<file path="config.mk">
export PLATFORM = sky130hd
export DESIGN_NAME = seq_mult_ctrl
export DESIGN_NICKNAME = d
export VERILOG_FILES = /design/src/rtl/seq_mult_pkg.sv /design/src/rtl/seq_mult_pair_cnt.sv /design/src/rtl/seq_mult_ctrl.sv
export SDC_FILE = /design/constraint.sdc
export NUM_CORES = 1
export LEC_CHECK = 0
export BUFFER_PORTS_ARGS = -buffer_cell sky130_fd_sc_hd__buf_2
export CORE_MARGIN = 5
export CORE_UTILIZATION = 59
export DETAILED_ROUTE_END_ITERATION = 16
export PLACE_DENSITY = 0.82
export SLEW_MARGIN = 20
export SYNTH_ARGS = -nofsm -noshare
export SYNTH_HDL_FRONTEND = slang
export SYNTH_HIERARCHICAL = 1
export SYNTH_SLANG_ARGS = --single-unit
</file>
<file path="constraint.sdc">
create_clock -name clk -period 4.2 [get_ports clk]
set_input_delay 0.84 -clock clk [delete_from_list [all_inputs] [get_ports clk]]
set_output_delay 0.84 -clock clk [all_outputs]
set_load 0.05 [all_outputs]
</file>
<file path="src/rtl/seq_mult_pkg.sv">
// Shared definitions for the digit-serial multiplier controller.
//   P          : digit width in bits (only 2 supported)
//   MAX_DIGITS : maximum digits per operand
//   SEL_W      : digit-select width
//   K_W        : column-index width (columns 0..2*MAX_DIGITS-2, plus final digit tag)
//   ctrl_state_e : controller states
//   col_first  : first pair index i of column k for an N-digit operand
`timescale 1ns/1ps
package seq_mult_pkg;

    localparam int P          = 2;
    localparam int MAX_WIDTH  = 16;
    localparam int MAX_DIGITS = MAX_WIDTH / P;
    localparam int SEL_W      = $clog2(MAX_DIGITS);
    localparam int K_W        = SEL_W + 1;

    typedef enum logic [1:0] {
        IDLE = 2'd0,
        MAC  = 2'd1,
        LAST = 2'd2
    } ctrl_state_e;

    // First i of column k is max(0, k-N+1) = max(0, k-n_m1).
    function automatic logic [SEL_W-1:0] col_first(input logic [K_W-1:0]   k,
                                                   input logic [SEL_W-1:0] n_m1);
        logic [K_W-1:0] diff;
        diff = k - {1'b0, n_m1};
        return (k > {1'b0, n_m1}) ? diff[SEL_W-1:0] : '0;
    endfunction

endpackage

</file>
<file path="src/rtl/seq_mult_pair_cnt.sv">
// Column-wise (product-scanning) pair counter.
// Walks the pairs (i, j = k-i) of column k with i ascending, then moves to
// the next column.
//   clk, rst_n  : clock, async active-low reset
//   clear       : restart at column 0, pair 0
//   advance     : step to the next pair
//   n_m1        : operand digits minus one
//   i, j, k     : current pair and column
//   first_pair  : current pair is the first of its column
//   last_pair   : current pair is the last of its column
//   last_col    : current column is 2N-2
`timescale 1ns/1ps
module seq_mult_pair_cnt
    import seq_mult_pkg::*;
(
    input  logic             clk,
    input  logic             rst_n,
    input  logic             clear,
    input  logic             advance,
    input  logic [SEL_W-1:0] n_m1,
    output logic [SEL_W-1:0] i,
    output logic [SEL_W-1:0] j,
    output logic [K_W-1:0]   k,
    output logic             first_pair,
    output logic             last_pair,
    output logic             last_col
);

    logic [SEL_W-1:0] i_last;
    logic [K_W-1:0]   k_next;

    always_comb begin
        // Last i of column k is min(k, N-1).
        i_last     = (k > {1'b0, n_m1}) ? n_m1 : k[SEL_W-1:0];
        k_next     = k + 1'b1;
        j          = k[SEL_W-1:0] - i;
        first_pair = (i == col_first(k, n_m1));
        last_pair  = (i == i_last);
        last_col   = (k == {n_m1, 1'b0});
    end

    // NOTE: state registers use non-blocking assignments so every flop samples
    // pre-edge values regardless of process evaluation order.
    always_ff @(posedge clk or negedge rst_n) begin
        if (!rst_n) begin
            i <= '0;
            k <= '0;
        end else if (clear) begin
            i <= '0;
            k <= '0;
        end else if (advance) begin
            if (last_pair) begin
                k <= k_next;
                i <= col_first(k_next, n_m1);
            end else begin
                i <= i + 1'b1;
            end
        end
    end

endmodule

</file>
<file path="src/rtl/seq_mult_ctrl.sv">
// Sequencing controller for the 2-bit digit-serial multiplier datapath.
// Accepts one job over valid/ready, drives the datapath strobes for a
// product-scanning schedule (N^2 MAC cycles + one LAST cycle) and tags each
// product digit as it leaves the datapath.
//   clk, rst_n         : clock, async active-low reset
//   req_valid/ready    : request handshake; req_ndig_m1 = N-1, req_signed
//   abort              : synchronous return to IDLE, no further digits
//   busy               : job in progress
//   dig_valid, dig_idx : registered output digit tag, done on final digit
//   start .. placeOne  : datapath control strobes
//   muxSelA/B          : operand digit selects
//   countShiftInput    : carry shift-in value
//   initSum            : accumulator/carry init value (always zero)
`timescale 1ns/1ps
module seq_mult_ctrl
    import seq_mult_pkg::*;
(
    input  logic             clk,
    input  logic             rst_n,
    input  logic             req_valid,
    output logic             req_ready,
    input  logic [SEL_W-1:0] req_ndig_m1,
    input  logic             req_signed,
    input  logic             abort,
    output logic             busy,
    output logic             dig_valid,
    output logic [SEL_W:0]   dig_idx,
    output logic             done,
    output logic             start,
    output logic             countDown,
    output logic             countLast2,
    output logic             lastOut,
    output logic             invertFirstBit,
    output logic             invertSecondRow,
    output logic             placeOne,
    output logic [SEL_W-1:0] muxSelA,
    output logic [SEL_W-1:0] muxSelB,
    output logic [1:0]       countShiftInput,
    output logic [4*P-1:0]   initSum
);

    ctrl_state_e      state, state_nxt;
    logic [SEL_W-1:0] n_m1;
    logic             sgn;

    logic [SEL_W-1:0] pi, pj;
    logic [K_W-1:0]   pk;
    logic             first_pair, last_pair, last_col;
    logic             i_top, j_top, mid_col;

    assign initSum = '0;

    seq_mult_pair_cnt u_pair_cnt (
        .clk        (clk),
        .rst_n      (rst_n),
        .clear      (start),
        .advance    (state == MAC),
        .n_m1       (n_m1),
        .i          (pi),
        .j          (pj),
        .k          (pk),
        .first_pair (first_pair),
        .last_pair  (last_pair),
        .last_col   (last_col)
    );

    // NOTE: every combinational output gets a default before the case so no
    // path leaves it unassigned, which would otherwise infer a latch.
    always_comb begin
        state_nxt       = state;
        req_ready       = 1'b0;
        busy            = 1'b0;
        start           = 1'b0;
        countDown       = 1'b0;
        countLast2      = 1'b0;
        lastOut         = 1'b0;
        invertFirstBit  = 1'b0;
        invertSecondRow = 1'b0;
        placeOne        = 1'b0;
        muxSelA         = '0;
        muxSelB         = '0;
        countShiftInput = 2'b00;
        i_top           = (pi == n_m1);
        j_top           = (pj == n_m1);
        mid_col         = (pk == {1'b0, n_m1});

        case (state)
            IDLE: begin
                req_ready = 1'b1;
                // An abort in the same cycle blocks acceptance.
                if (req_valid && !abort) begin
                    start     = 1'b1;
                    state_nxt = MAC;
                end
            end
            MAC: begin
                busy       = 1'b1;
                muxSelA    = pi;
                muxSelB    = pj;
                countLast2 = last_pair;
                countDown  = (pk > {1'b0, n_m1});
                if (sgn) begin
                    // Baugh-Wooley: sign-row partial products are inverted,
                    // the sign*sign product is not, and the correction ones
                    // enter at column N-1.
                    invertFirstBit  = i_top ^ j_top;
                    invertSecondRow = i_top & j_top;
                    placeOne        = first_pair & mid_col;
                    if (last_pair && mid_col) countShiftInput = 2'b01;
                end
                if (last_pair && last_col) state_nxt = LAST;
            end
            LAST: begin
                busy      = 1'b1;
                lastOut   = 1'b1;
                state_nxt = IDLE;
            end
            default: state_nxt = IDLE;
        endcase

        if (abort) state_nxt = IDLE;
    end

    always_ff @(posedge clk or negedge rst_n) begin
        if (!rst_n) begin
            state <= IDLE;
            n_m1  <= '0;
            sgn   <= 1'b0;
        end else begin
            state <= state_nxt;
            if (start) begin
                n_m1 <= req_ndig_m1;
                sgn  <= req_signed;
            end
        end
    end

    // A digit leaves the datapath one cycle after its column closes.
    always_ff @(posedge clk or negedge rst_n) begin
        if (!rst_n) begin
            dig_valid <= 1'b0;
            dig_idx   <= '0;
            done      <= 1'b0;
        end else begin
            dig_valid <= (countLast2 | lastOut) & ~abort;
            done      <= lastOut & ~abort;
            if (countLast2 || lastOut)
                dig_idx <= lastOut ? {n_m1, 1'b1} : pk;
        end
    end

endmodule
</file>
# [Word level (Yosys, flattened, before mapping)]
# Index checks and enable logic that the tools add are counted.
[word_totals] regBits=19 input_bits=8 elab_cells=75
[classes] addsub=5 n_lt_le_gt_ge=2 eq_ne=10 n_mux=32 bitwise_logic=7 n_reduce_logical=11
[op_table] cell="$mux W3" n=8
[op_table] cell="$mux W1" n=16
[op_table] cell="$mux W4" n=4
[op_table] cell="$eq A3 B3 Y1" n=4
[op_table] cell="$sub A3 B3 Y3" n=3
[op_table] cell="$gt A4 B3 Y1" n=2
[op_table] cell="$mux W2" n=3
[op_table] cell="$ne A3 B3 Y1 const B" n=2
[op_table] cell="$add A4 B1 Y4 const B" n=1
[op_table] cell="$and A1 B1 Y1" n=4
[op_table] cell="$eq A4 B3 Y1" n=1
[op_table] cell="$eq A4 B4 Y1" n=1
[op_table] cell="$pmux W2 S2" n=1
[op_table] cell="$reduce_and A2 Y1" n=2
[op_table] cell="$reduce_bool A2 Y1" n=2
[op_table] cell="$add A3 B1 Y3 const B" n=1
[op_table] cell="$logic_and A1 B1 Y1" n=3
[op_table] cell="$eq A2 B1 Y1 const B" n=1
[op_table] cell="$eq A2 B2 Y1 const B" n=1
[op_table] cell="$logic_not A2 Y1" n=1
[op_table] cell="$reduce_or A2 Y1" n=1
[op_table] cell="$logic_not A1 Y1" n=1
[op_table] cell="$logic_or A1 B1 Y1" n=1
[op_table] cell="$not A1 Y1" n=1
[op_table] cell="other kinds (2)" n=2

# [Longest topological paths before layout]
# Gate-level depths: netlist (run 1).
[logic_depth] ltp_word=7 ltp_mapped=11 mapped_depth_nobuf=11

# [Hierarchy]
# Netlist (run 1), hierarchy kept.
[by_module_without_submodules] module="seq_mult_pair_cnt" n_inst=1 cells_each=111 area_per_inst_um2=947.2 seq_area_each_um2=175.2
[by_module_without_submodules] module="seq_mult_ctrl" n_inst=1 cells_each=93 area_per_inst_um2=888.4 seq_area_each_um2=300.3

# [Worst setup path before layout (run 1)]
# No wires, ideal clock.
[synth_path] path_type="reg2out" from="reg u_pair_cnt.k[0]" to="out placeOne" t_arrival_ns=2.730 required_ns=3.360 path_slack_ns=0.630 stages_incl_launch_ff=11 n_path_buf=0 path_cell_list="dfrtp_1 inv_1 ha_1 inv_1 fa_1 or2_2 and2_1 o31a_1 nor3_1 nand3_1 nor2_1"
[synth_between] elab_chain_cells=6
[synth_lines] element="from (decl)" line="seq_mult_pair_cnt.sv:23" rtl="output logic [K_W-1:0] k,"
[synth_lines] element="from (signal assigned)" line="seq_mult_pair_cnt.sv:53" rtl="k <= k_next;"
[synth_lines] element="$gt A4 B3 Y1 / $sub A3 B3 Y3 (equally long branches)" line="seq_mult_pkg.sv:28, seq_mult_pkg.sv:27"
[synth_lines] element="$mux W3 (*)" line="seq_mult_pkg.sv:28" rtl="return (k > {1'b0, n_m1}) ? diff[SEL_W-1:0] : '0;"
[synth_lines] element="$eq A3 B3 Y1 (*)" line="seq_mult_pair_cnt.sv:37" rtl="first_pair = (i == col_first(k, n_m1));"
[synth_lines] element="net first_pair" line="seq_mult_ctrl.sv:48" rtl="logic first_pair, last_pair, last_col;"
[synth_lines] element="$and A1 B1 Y1 (*)" line="seq_mult_ctrl.sv:108" rtl="placeOne = first_pair & mid_col;"
[synth_lines] element="$mux W1 (*)" line="seq_mult_ctrl.sv:102" rtl="if (sgn) begin"
[synth_lines] element="$mux W1 (*)" line="seq_mult_ctrl.sv:87" rtl="case (state)"
[synth_lines] element="to (decl)" line="seq_mult_ctrl.sv:35" rtl="output logic placeOne,"
# Mark *: on every way through the listed nets, which the timed path passes. The rest lies on a longest branch.

# [Final worst setup path (run 1)]
[layout_path] from="reg n_m1[0]" to="out countLast2"
[layout_between] elab_chain_cells=4
[layout_lines] element="from (decl)" line="seq_mult_ctrl.sv:43" rtl="logic [SEL_W-1:0] n_m1;"
[layout_lines] element="from (signal assigned)" line="seq_mult_ctrl.sv:132" rtl="n_m1 <= req_ndig_m1;"
[layout_lines] element="$gt A4 B3 Y1" line="seq_mult_pair_cnt.sv:34" rtl="i_last = (k > {1'b0, n_m1}) ? n_m1 : k[SEL_W-1:0];"
[layout_lines] element="$mux W3 (*)" line="seq_mult_pair_cnt.sv:34"
[layout_lines] element="$eq A3 B3 Y1 (*)" line="seq_mult_pair_cnt.sv:38" rtl="last_pair = (i == i_last);"
[layout_lines] element="net last_pair" line="seq_mult_ctrl.sv:48"
[layout_lines] element="$mux W1 (*)" line="seq_mult_ctrl.sv:87"
[layout_lines] element="to (decl)" line="seq_mult_ctrl.sv:31" rtl="output logic countLast2,"
# Marks and branches as above.

==> results of run 1 <==
## cell type report
cell class,count,area [um2]
tap,44,55.1
inverter,19,76.3
clock buffer,4,26.3
timing repair buffer,32,168
fill,261,1020
multi-input combinational,158,1210
sequential,19,475
## worst min-delay path by stage
stage / to / slack [ns] / cells past startpoint
floorplan: state[0] / 0.49 / 1
global placement: dig_idx[0] / 0.48 / 1
detailed placement: dig_idx[0] / 0.48 / 1
CTS: state[1] / 0.47 / 1
global route: done / 0.49 / 1
finish: state[1] / 0.46 / 1
## critical path: stages, from the launching register on
cell      delay, ns
dfrtp_1        0.62
ha_1           0.22
inv_1          0.05
fa_1           0.40
a211oi_1       0.38
o211ai_1       0.20
o32a_4         0.27
inv_6          0.11
nand2_2        0.11
inv_1          0.10
buf_2          0.26
## power by group through the flow
stage                     registers [uW]  clock network, uW  logic [uW]
after global placement               350                  0         895
after floorplan                      378                  0         708
after detailed placement             353                  0         917
after CTS                            350               92.6         923
final                                351               91.6         927
after global routing                 362               98.6        1020
## metrics by stage
step / util (%) / hold slack, ns
after floorplan: - / 0.489
after global placement: 65.5 / 0.483
after detailed placement: 65.5 / 0.478
after CTS: 66.4 / 0.466
after global routing: 66.4 / 0.492
final: 66.4 / 0.457
## metal layers
metal,track usage (%),vias to the layer above
met5,0,-
met3,3.40,4
met2,32.2,66
met1,27.3,717
li1,-,734
met4,3.63,0
## sequential cells by signal, indices dropped and copies added, names as in the netlist
signal	cells
state	2
n_m1	3
done	1
dig_valid	1
dig_idx	4
u_pair_cnt/i	3
sgn	1
u_pair_cnt/k	4
## cells in the final DEF (no fill, tap or decap), types with 3 or more instances in the layout
cell type  instances
a21oi_1            3
a31oi_1            3
and2_1             7
and3_1             3
buf_2             29
buf_4              3
clkbuf_4           3
conb_1             9
dfrtp_1           19
fa_1               3
ha_1              16
inv_1             17
mux2_2             3
mux2_4             5
mux2i_1            3
nand2_1           14
nand3_1            6
nand4_1            3
nor2_1            12
nor2b_1            7
nor3_1             4
o21ai_0           10
xnor2_1            6
xor2_1            14
## cells by family (layout without fill, tap and decap cells)
group	count (synthesis)	count (layout)	share of synthesized area, %
simple gates	70	70	21.5
buf+inv	35	55	9.82
compound gates	29	29	11.3
xor+xnor	20	20	9.54
fa+ha+maj	19	19	14.2
flops	19	19	25.9
mux	11	11	7.57
other cells	1	9	0.204
==> summary.md, run 1 <==
| Metric | Value |
|---|---|
| Worst Skew | 0.00666 ns |
| Ant diodes | 0 |
| Cts repair resizes | 0 |
| Count leader, synth | dfrtp_1 |
| Synth Register Bits | 19 |
| 1st-iter DRT viols | 108 |
| # placed instances | 272 |
| CTS buffer count | 3 |
| Internal power | 622 uW |
| Area grow syn2layout | 9.54% |
| DR WL met3 | 289 um |
| Seq/Total Area, Yosys | 25.9% |
| Register share of total power | 25.6% |
| Netlist Area Pre-Place | 1840 um2 |
| Die area | 4330 um2 |
| Leading area contributor after synthesis | dfrtp_1 |
| Gate power share | 67.7% |
| Top cell type's share of synthesized area | 25.9% |
| Area after DPL | 1980 um2 |
| Met2 Routed Length | 1870 um |
| Switching Share | 54.6% |
| Worst setup path start | n_m1[0] |
| Residual DRC | 0 |
| CTS root buf | clkbuf_4 |
| # port buffers | 29 |
| Vias | 1521 |
| Tcrit/Tclk final | 91.8% |
| PnR worst setup slack | 0.344 ns |
| HP Class | in -> async |
| Top post-synthesis cells by area | dfrtp_1 26%, ha_1 11%, xor2_1 6.7% |
| FFs w/ async S/R, synth | 100% |
| RR Startpoint | n_m1[0] |
| Final setup vio count | 0 |
| Clock Latency Late Sink | 0.30 ns |
| Fin nets | 260 |
| Post CTS Setup Buffer Count | 0 |
| Width of the die | 65.8 um |
| GRT Total Usage | 19.7% |
| Total Wirelength | 3950 um |
| Top FF cell, synth | dfrtp_1 |
| Max IR drop VDD | 375 uV |
| Clk slew on worst S/H paths | 0.11 ns |
| CP endpoint | countLast2 |
| Layout Cells excl Fill | 276 |
| Max Slew Vio Count | 0 |
| Gr ovfl total | 0 |
| Post-DR wirelength/cell | 14.3 um |
| Sw Pwr | 747 uW |
| Setup TNS Final | 0 ns |
| Layout cells sized above 1 | 23.7% |
| RSZ-0062 raised after global routing | no |
| Maximum clock rate | 0.259 GHz |
| Post-CTS Hold Fix Bufs | 0 |
| Top cells by count, synth | 19 x dfrtp_1, 17 x inv_1, 16 x ha_1, 14 x nand2_1, 14 x xor2_1 |
| FP Rows | 20 |
| R2R depth | 10 |
| Number of global-route vias before repair | 1455 |
| Mean Syn Cell Area | 9.00 um2 |
| Final Hold Viols | 0 |
| Final min period | 3.86 ns |
| Worst setup EP type | primary output |
| Unique masters post-synth | 51 |
| Power Total | 1370 uW |
| Post-Layout Inst Area | 2010 um2 |
| Warnings, synthesis | 6 |
| I/O pins | 39 |
| Pwr Density | 681 nW/um2 |
| Clock Power Share | 6.7% |
| Crit Path Max Fanout | 10 |
| Die height | 65.8 um |
| Post-synthesis cell count | 204 |
| Drt via density | 5.51 |
| Status | finished clean |
| Initial antenna violation count | 0 |
| H-tree lvl count | 1 |
| Max-cap viol count | 0 |
| First-pass GRT wire length | 6700 um |
| Largest net degree at the start of global routing | 28 |
| CP Data Required Time | 3.36 ns |
| DR top layer | met4 |
| P_leak | 0.00107 uW |
| Core ar. | 3030 um2 |
| Setup Crit Path Kind | reg -> out |
| RD Place Congestion | 0.844 |
| FF-to-FF End | state[0] |
| Clk sinks | 19 |
| CTS tree | done |
| Met1 WL | 1770 um |
| DRT antenna net count | 0 |
| Dpl hpwl | 3060 um |
| Worst reg2reg setup slack | 1.36 ns |
| Starting Density | 60.6% |
| Clk buf depth | 2 |
| Worst endpoint data arrival time | 3.02 ns |
| Detailed Routing Iterations Pass 1 | 4 |
| Post-synth EDFFs | 0 |
| Worst setup SP type | flop |
| DP Worst Slack | 0.718 ns |
Note: power is estimated with default switching activity, not from simulation.
==> inputs of run 2 (changes only) <==
--- a/config.mk
+++ b/config.mk
@@ -7,9 +7,9 @@
 export LEC_CHECK = 0
 export BUFFER_PORTS_ARGS = -buffer_cell sky130_fd_sc_hd__buf_2
 export CORE_MARGIN = 5
-export CORE_UTILIZATION = 59
+export CORE_UTILIZATION = 50
 export DETAILED_ROUTE_END_ITERATION = 16
-export PLACE_DENSITY = 0.82
+export PLACE_DENSITY = 0.74
 export SLEW_MARGIN = 20
 export SYNTH_ARGS = -nofsm -noshare
 export SYNTH_HDL_FRONTEND = slang
==> constraint.sdc (replaced) <==
create_clock -name clk -period 3.4 [get_ports clk]
set_input_delay 0.68 -clock clk [delete_from_list [all_inputs] [get_ports clk]]
set_output_delay 0.68 -clock clk [all_outputs]
set_load 0.05 [all_outputs]
==> summary.md, run 2 (synthesis gave the netlist of run 1 again) <==
| Metric | Value |
|---|---|
| Detailed Routing Iterations Pass 1 | 4 |
| Largest net degree at the start of global routing | 20 |
| Fin nets | 269 |
| Gr ovfl total | 0 |
| Setup Crit Path Kind | reg -> out |
| Total Wirelength | 4300 um |
| Layout cells sized above 1 | 31.1% |
| Die area | 4980 um2 |
| P_leak | 0.00113 uW |
| Status | finished clean |
| CTS root buf | clkbuf_8 |
| Tcrit/Tclk final | 96.7% |
| Regs by FF count | dig_idx (4), u_pair_cnt/k (4) |
| Residual DRC | 0 |
| Starting Density | 50.9% |
| Register area | 475 um2 |
| Crit Path Max Fanout | 3 |
| RSZ-0062 raised after global routing | yes |
| Final setup vio count | 0 |
| Crit-path max cell delay | 0.57 ns |
| Sw Pwr | 982 uW |
| FP Rows | 22 |
| Final Hold Viols | 0 |
| Area occupied by multi-input gates | 1250 um2 |
| Post-DR wirelength/cell | 14.9 um |
| HP Class | in -> async |
| Initial antenna violation count | 0 |
| GRT Total Usage | 17.8% |
| # placed instances | 283 |
| Crit-path cells | inv_2 -> ha_4 -> inv_2 -> fa_2 -> buf_4 -> nand2_2 -> and2_4 -> o31a_1 -> nor3_2 -> nand3_1 -> nor2_2 -> buf_6 |
| Final core occ | 59.8% |
| Area grow syn2layout | 17.4% |
| Slowest stage cell, crit path | fa_2 |
| First-pass GRT wire length | 7220 um |
| Clock Power Share | 8.6% |
| Register share of total power | 18.9% |
| Area after DPL | 2040 um2 |
| CP Data Required Time | 2.72 ns |
| Die height | 70.6 um |
| Max IR drop VDD | 404 uV |
| Internal power | 907 uW |
| Commonest non-fill, non-tap cell in the layout | buf_2 |
| 1st-iter DRT viols | 93 |
| Worst setup SP type | flop |
| Commonest non-fill, non-tap cells in the layout | 26 x buf_2, 19 x dfrtp_1, 15 x inv_1, 15 x ha_1 |
| Filler cells | 305 |
| Vias | 1504 |
| RD Place Congestion | 0.825 |
| Number of global-route vias before repair | 1525 |
| DRT antenna net count | 0 |
| Post-Layout Inst Area | 2150 um2 |
| Pwr Density | 877 nW/um2 |
| Core ar. | 3610 um2 |
| Clk buf depth | 2 |
| Switching Share | 52.0% |
| Drt via density | 5.20 |
| Max Slew Vio Count | 0 |
| Max-cap viol count | 0 |
| Worst endpoint data arrival time | 2.61 ns |
| Final min period | 3.29 ns |
| Width of the die | 70.6 um |
| CTS buffer count | 3 |
| Layout Cells excl Fill | 289 |
| Worst reg2reg setup slack | 0.99 ns |
| I/O pins | 39 |
| Clk slew on worst S/H paths | 0.08 ns |
| Clk sinks | 19 |
| # port buffers | 29 |
| Crit-path most repeated cell | inv_2 |
| CTS tree | done |
| Worst setup EP type | primary output |
| Dpl hpwl | 3310 um |
| Gate power share | 72.5% |
| Ant diodes | 0 |
| Min Hold Slack | 0.353 ns |
| Worst Skew | 0.00289 ns |
| Clock Latency Late Sink | 0.26 ns |
| Maximum clock rate | 0.304 GHz |
| H-tree lvl count | 1 |
run 2: cell count changes in the layout (fill, tap and decap cells not counted), moves of 2 or more:
cell | before | now
a211oi_1 | 2 | 0
a211oi_2 | 0 | 2
buf_2 | 29 | 26
buf_4 | 3 | 14
clkbuf_4 | 3 | 0
clkbuf_8 | 0 | 3
inv_1 | 17 | 15
inv_2 | 1 | 3
run 2: through the flow:
stage	TNS (ns)	total power (uW)	setup slack [ns]
detailed placement	0	1620	0.225
global placement	0	1590	0.267
finish	0	1890	0.113
CTS	0	1800	0.0446
global route	-0.0334	2040	-0.0334
floorplan	0	1340	0.0484
run 2: worst max-delay path: cells and delay by family (launching register included):
family,cells,cell delay (ns)
adders and majority gates,2,0.69
DFF,1,0.40
and+or+nand+nor,5,0.57
AOI/OAI and AO/OA,1,0.28
buffers and inverters,4,0.39
run 2: power by group through the flow:
stage / registers (uW) / clock network [uW] / logic, uW
6_report: 357 / 163 / 1370
5_1_grt: 366 / 175 / 1500
4_1_cts: 353 / 167 / 1280
3_5_place_dp: 357 / 0 / 1260
3_3_place_gp: 357 / 0 / 1240
2_1_floorplan: 467 / 0 / 876
run 2: layer usage:
layer  track usage (%)  part of all wire, %  routed length, um  vias to the layer above
met5                 0                    0                  0                        -
met4              3.76                 0.54                 23                        0
li1                  -                    -                  -                      748
met1              25.0                   47               2010                      718
met2              29.3                   48               2080                       34
met3              2.56                  4.1                178                        4
run 2: layout make-up:
type                            count  area share, %
Multi-Input combinational cell    158           58.0
Sequential cell                    19           22.1
Timing Repair Buffer               41           11.4
Inverter                           19           3.54
Tap cell                           48           2.79
Clock buffer                        3           1.92
Clock inverter                      1          0.232
run 2: repair_timing:
| action | CTS | global route |
|---|---|---|
| hold buffers | 0 | 0 |
| pin swaps | 0 | 8 |
| buffers inserted | 0 | 2 |
| setup endpoints to repair | 2 | 3 |
| resized for setup | 3 | 15 |
run 2: worst paths after layout:
kind                                 start         endpoint  cells past startpoint
setup reg to reg           u_pair_cnt/k[0]         state[0]                     11
setup / recovery           u_pair_cnt/k[0]         placeOne                     12
min in group clk                dig_idx[0]       dig_idx[0]                      1
hold / removal                       rst_n         state[0]                      1
max in group asynchronous            rst_n  u_pair_cnt/i[1]                      1
hold reg to reg                 dig_idx[0]       dig_idx[0]                      1
==> inputs of run 3 (changes only) <==
--- a/config.mk
+++ b/config.mk
@@ -10,6 +10,7 @@
 export CORE_UTILIZATION = 50
 export DETAILED_ROUTE_END_ITERATION = 16
 export PLACE_DENSITY = 0.74
+export REMOVE_ABC_BUFFERS = 1
 export SLEW_MARGIN = 20
 export SYNTH_ARGS = -nofsm -noshare
 export SYNTH_HDL_FRONTEND = slang
==> summary.md, run 3 (synthesis gave the netlist of run 1 again) <==
| Metric | Value |
|---|---|
| Commonest non-fill, non-tap cell in the layout | buf_2 |
| Post-CTS Hold Fix Bufs | 0 |
| H-tree lvl count | 1 |
| Largest net degree at the start of global routing | 20 |
| # port buffers | 29 |
| Met2 Routed Length | 1910 um |
| First-pass GRT wire length | 6700 um |
| Final Hold Viols | 0 |
| Setup TNS Final | 0 ns |
| Total Wirelength | 4040 um |
| Final setup vio count | 0 |
| Max IR drop VDD | 309 uV |
| Dpl hpwl | 3220 um |
| Worst endpoint data arrival time | 2.64 ns |
| Clk slew on worst S/H paths | 0.08 ns |
| Initial antenna violation count | 0 |
| Clk sinks | 19 |
| Ant diodes | 0 |
| Max-cap viol count | 0 |
| Crit-path cells | inv_2 -> ha_1 -> inv_1 -> fa_1 -> or2_2 -> and2_1 -> o31a_1 -> nor3_1 -> nand3_1 -> nor2_2 -> buf_6 |
| Register area | 477 um2 |
| HP Class | in -> async |
| Crit Path Max Fanout | 3 |
| Die height | 70.6 um |
| I/O pins | 39 |
| RSZ-0062 raised after global routing | yes |
| Buf+Inv Stages, Crit Path | 3 |
| CTS buffer count | 3 |
| CTS root buf | clkbuf_8 |
| Worst setup EP type | primary output |
| DRT antenna net count | 0 |
| Width of the die | 70.6 um |
| Worst Skew | 0.00187 ns |
| Fin nets | 266 |
| Setup Crit Path Kind | reg -> out |
| CTS tree | done |
| Starting Density | 50.9% |
| Post CTS Setup Buffer Count | 0 |
| Pwr Density | 847 nW/um2 |
| DP Worst Slack | 0.229 ns |
| FP Rows | 22 |
| Core ar. | 3610 um2 |
| Layout cells sized above 1 | 27.7% |
| P_leak | 0.00111 uW |
| Min Hold Slack | 0.354 ns |
| PnR worst setup slack | 0.0756 ns |
| Maximum clock rate | 0.301 GHz |
| Gr ovfl total | 0 |
| Worst setup SP type | flop |
| Die area | 4980 um2 |
| 1st-iter DRT viols | 46 |
| Regs by FF count | dig_idx (4), u_pair_cnt/k (4) |
| Drt via density | 5.09 |
| Commonest non-fill, non-tap cells in the layout | 26 x buf_2, 18 x dfrtp_1, 16 x inv_1, 16 x ha_1 |
| CP Data Required Time | 2.72 ns |
| Power Total | 1780 uW |
| DR WL met3 | 201 um |
| Tcrit/Tclk final | 97.8% |
| Post-DR wirelength/cell | 14.1 um |
| Met1 WL | 1820 um |
| Final min period | 3.32 ns |
| Status | finished clean |
| GRT Total Usage | 16.7% |
| Clock Latency Late Sink | 0.25 ns |
| RD Place Congestion | 0.857 |
| Area grow syn2layout | 14.5% |
| Clk buf depth | 2 |
| Crit-path max cell delay | 0.44 ns |
| Max Slew Vio Count | 0 |
| Area occupied by multi-input gates | 1220 um2 |
| DR top layer | met4 |
| Crit-path leading delay family | simple AND/OR/NAND/NOR gates |
| Detailed Routing Iterations Pass 1 | 4 |
| Vias | 1456 |
| Residual DRC | 0 |
| Number of global-route vias before repair | 1361 |
| Slowest stage cell, crit path | fa_1 |
| Filler cells | 336 |
-- run 3: stage by stage --
step	instance area [um2]	utilization (%)	cells
after global placement	2030	56.4	282
after detailed placement	2030	56.4	282
after floorplan	1760	-	196
after global routing	2100	58.3	286
after CTS	2090	57.9	286
final	2100	58.3	286
-- run 3: worst reg2reg max path: stages, from the launching register on --
cell      delay [ns]
dfrtp_1         0.40
inv_2           0.08
ha_1            0.14
inv_1           0.05
fa_1            0.40
a211oi_2        0.27
o211ai_1        0.18
o32a_4          0.27
inv_6           0.11
nand2_1         0.10
and3_1          0.20
o22a_1          0.19
-- run 3: power breakdown --
group | internal (uW) | switching [uW] | total, uW | leakage (uW)
sequential | 294 | 59.1 | 353 | 0.000238
combinational | 470 | 794 | 1260 | 0.000842
clock | 81.5 | 79.8 | 161 | 0.0000255
-- run 3: routing by layer --
layer / vias to the layer above / GRT usage, %
li1: 738 / -
met3: 6 / 2.56
met5: - / 0
met2: 40 / 26.1
met1: 672 / 23.0
met4: 0 / 7.10
-- run 3: repair_timing --
action                     4_1_cts  5_1_grt
gates resized for setup          2        7
hold endpoints to repair         0        0
pin swaps                        0        2
setup endpoints to repair        3        5
-- run 3: final timing paths --
path / cells past startpoint / endpoint / start / slack [ns]
worst max-delay path: 11 / placeOne / u_pair_cnt/k[0] / 0.08
worst min-delay path: 1 / dig_idx[0] / rst_n / 0.35
worst max register to register: 11 / state[0] / u_pair_cnt/k[0] / 0.91
worst min register to register: 1 / dig_idx[0] / dig_idx[0] / 0.50
max in group asynchronous: 1 / u_pair_cnt/k[1] / rst_n / 2.72
min in group clk: 1 / dig_idx[0] / dig_idx[0] / 0.50
-- run 3: final cells by class --
cell class | count | share of cell area, %
Clock buffer | 3 | 1.97
Clock inverter | 1 | 0.238
Inverter | 19 | 3.63
Multi-Input combinational cell | 158 | 58.0
Sequential cell | 19 | 22.7
Tap cell | 48 | 2.86
Timing Repair Buffer | 38 | 10.7
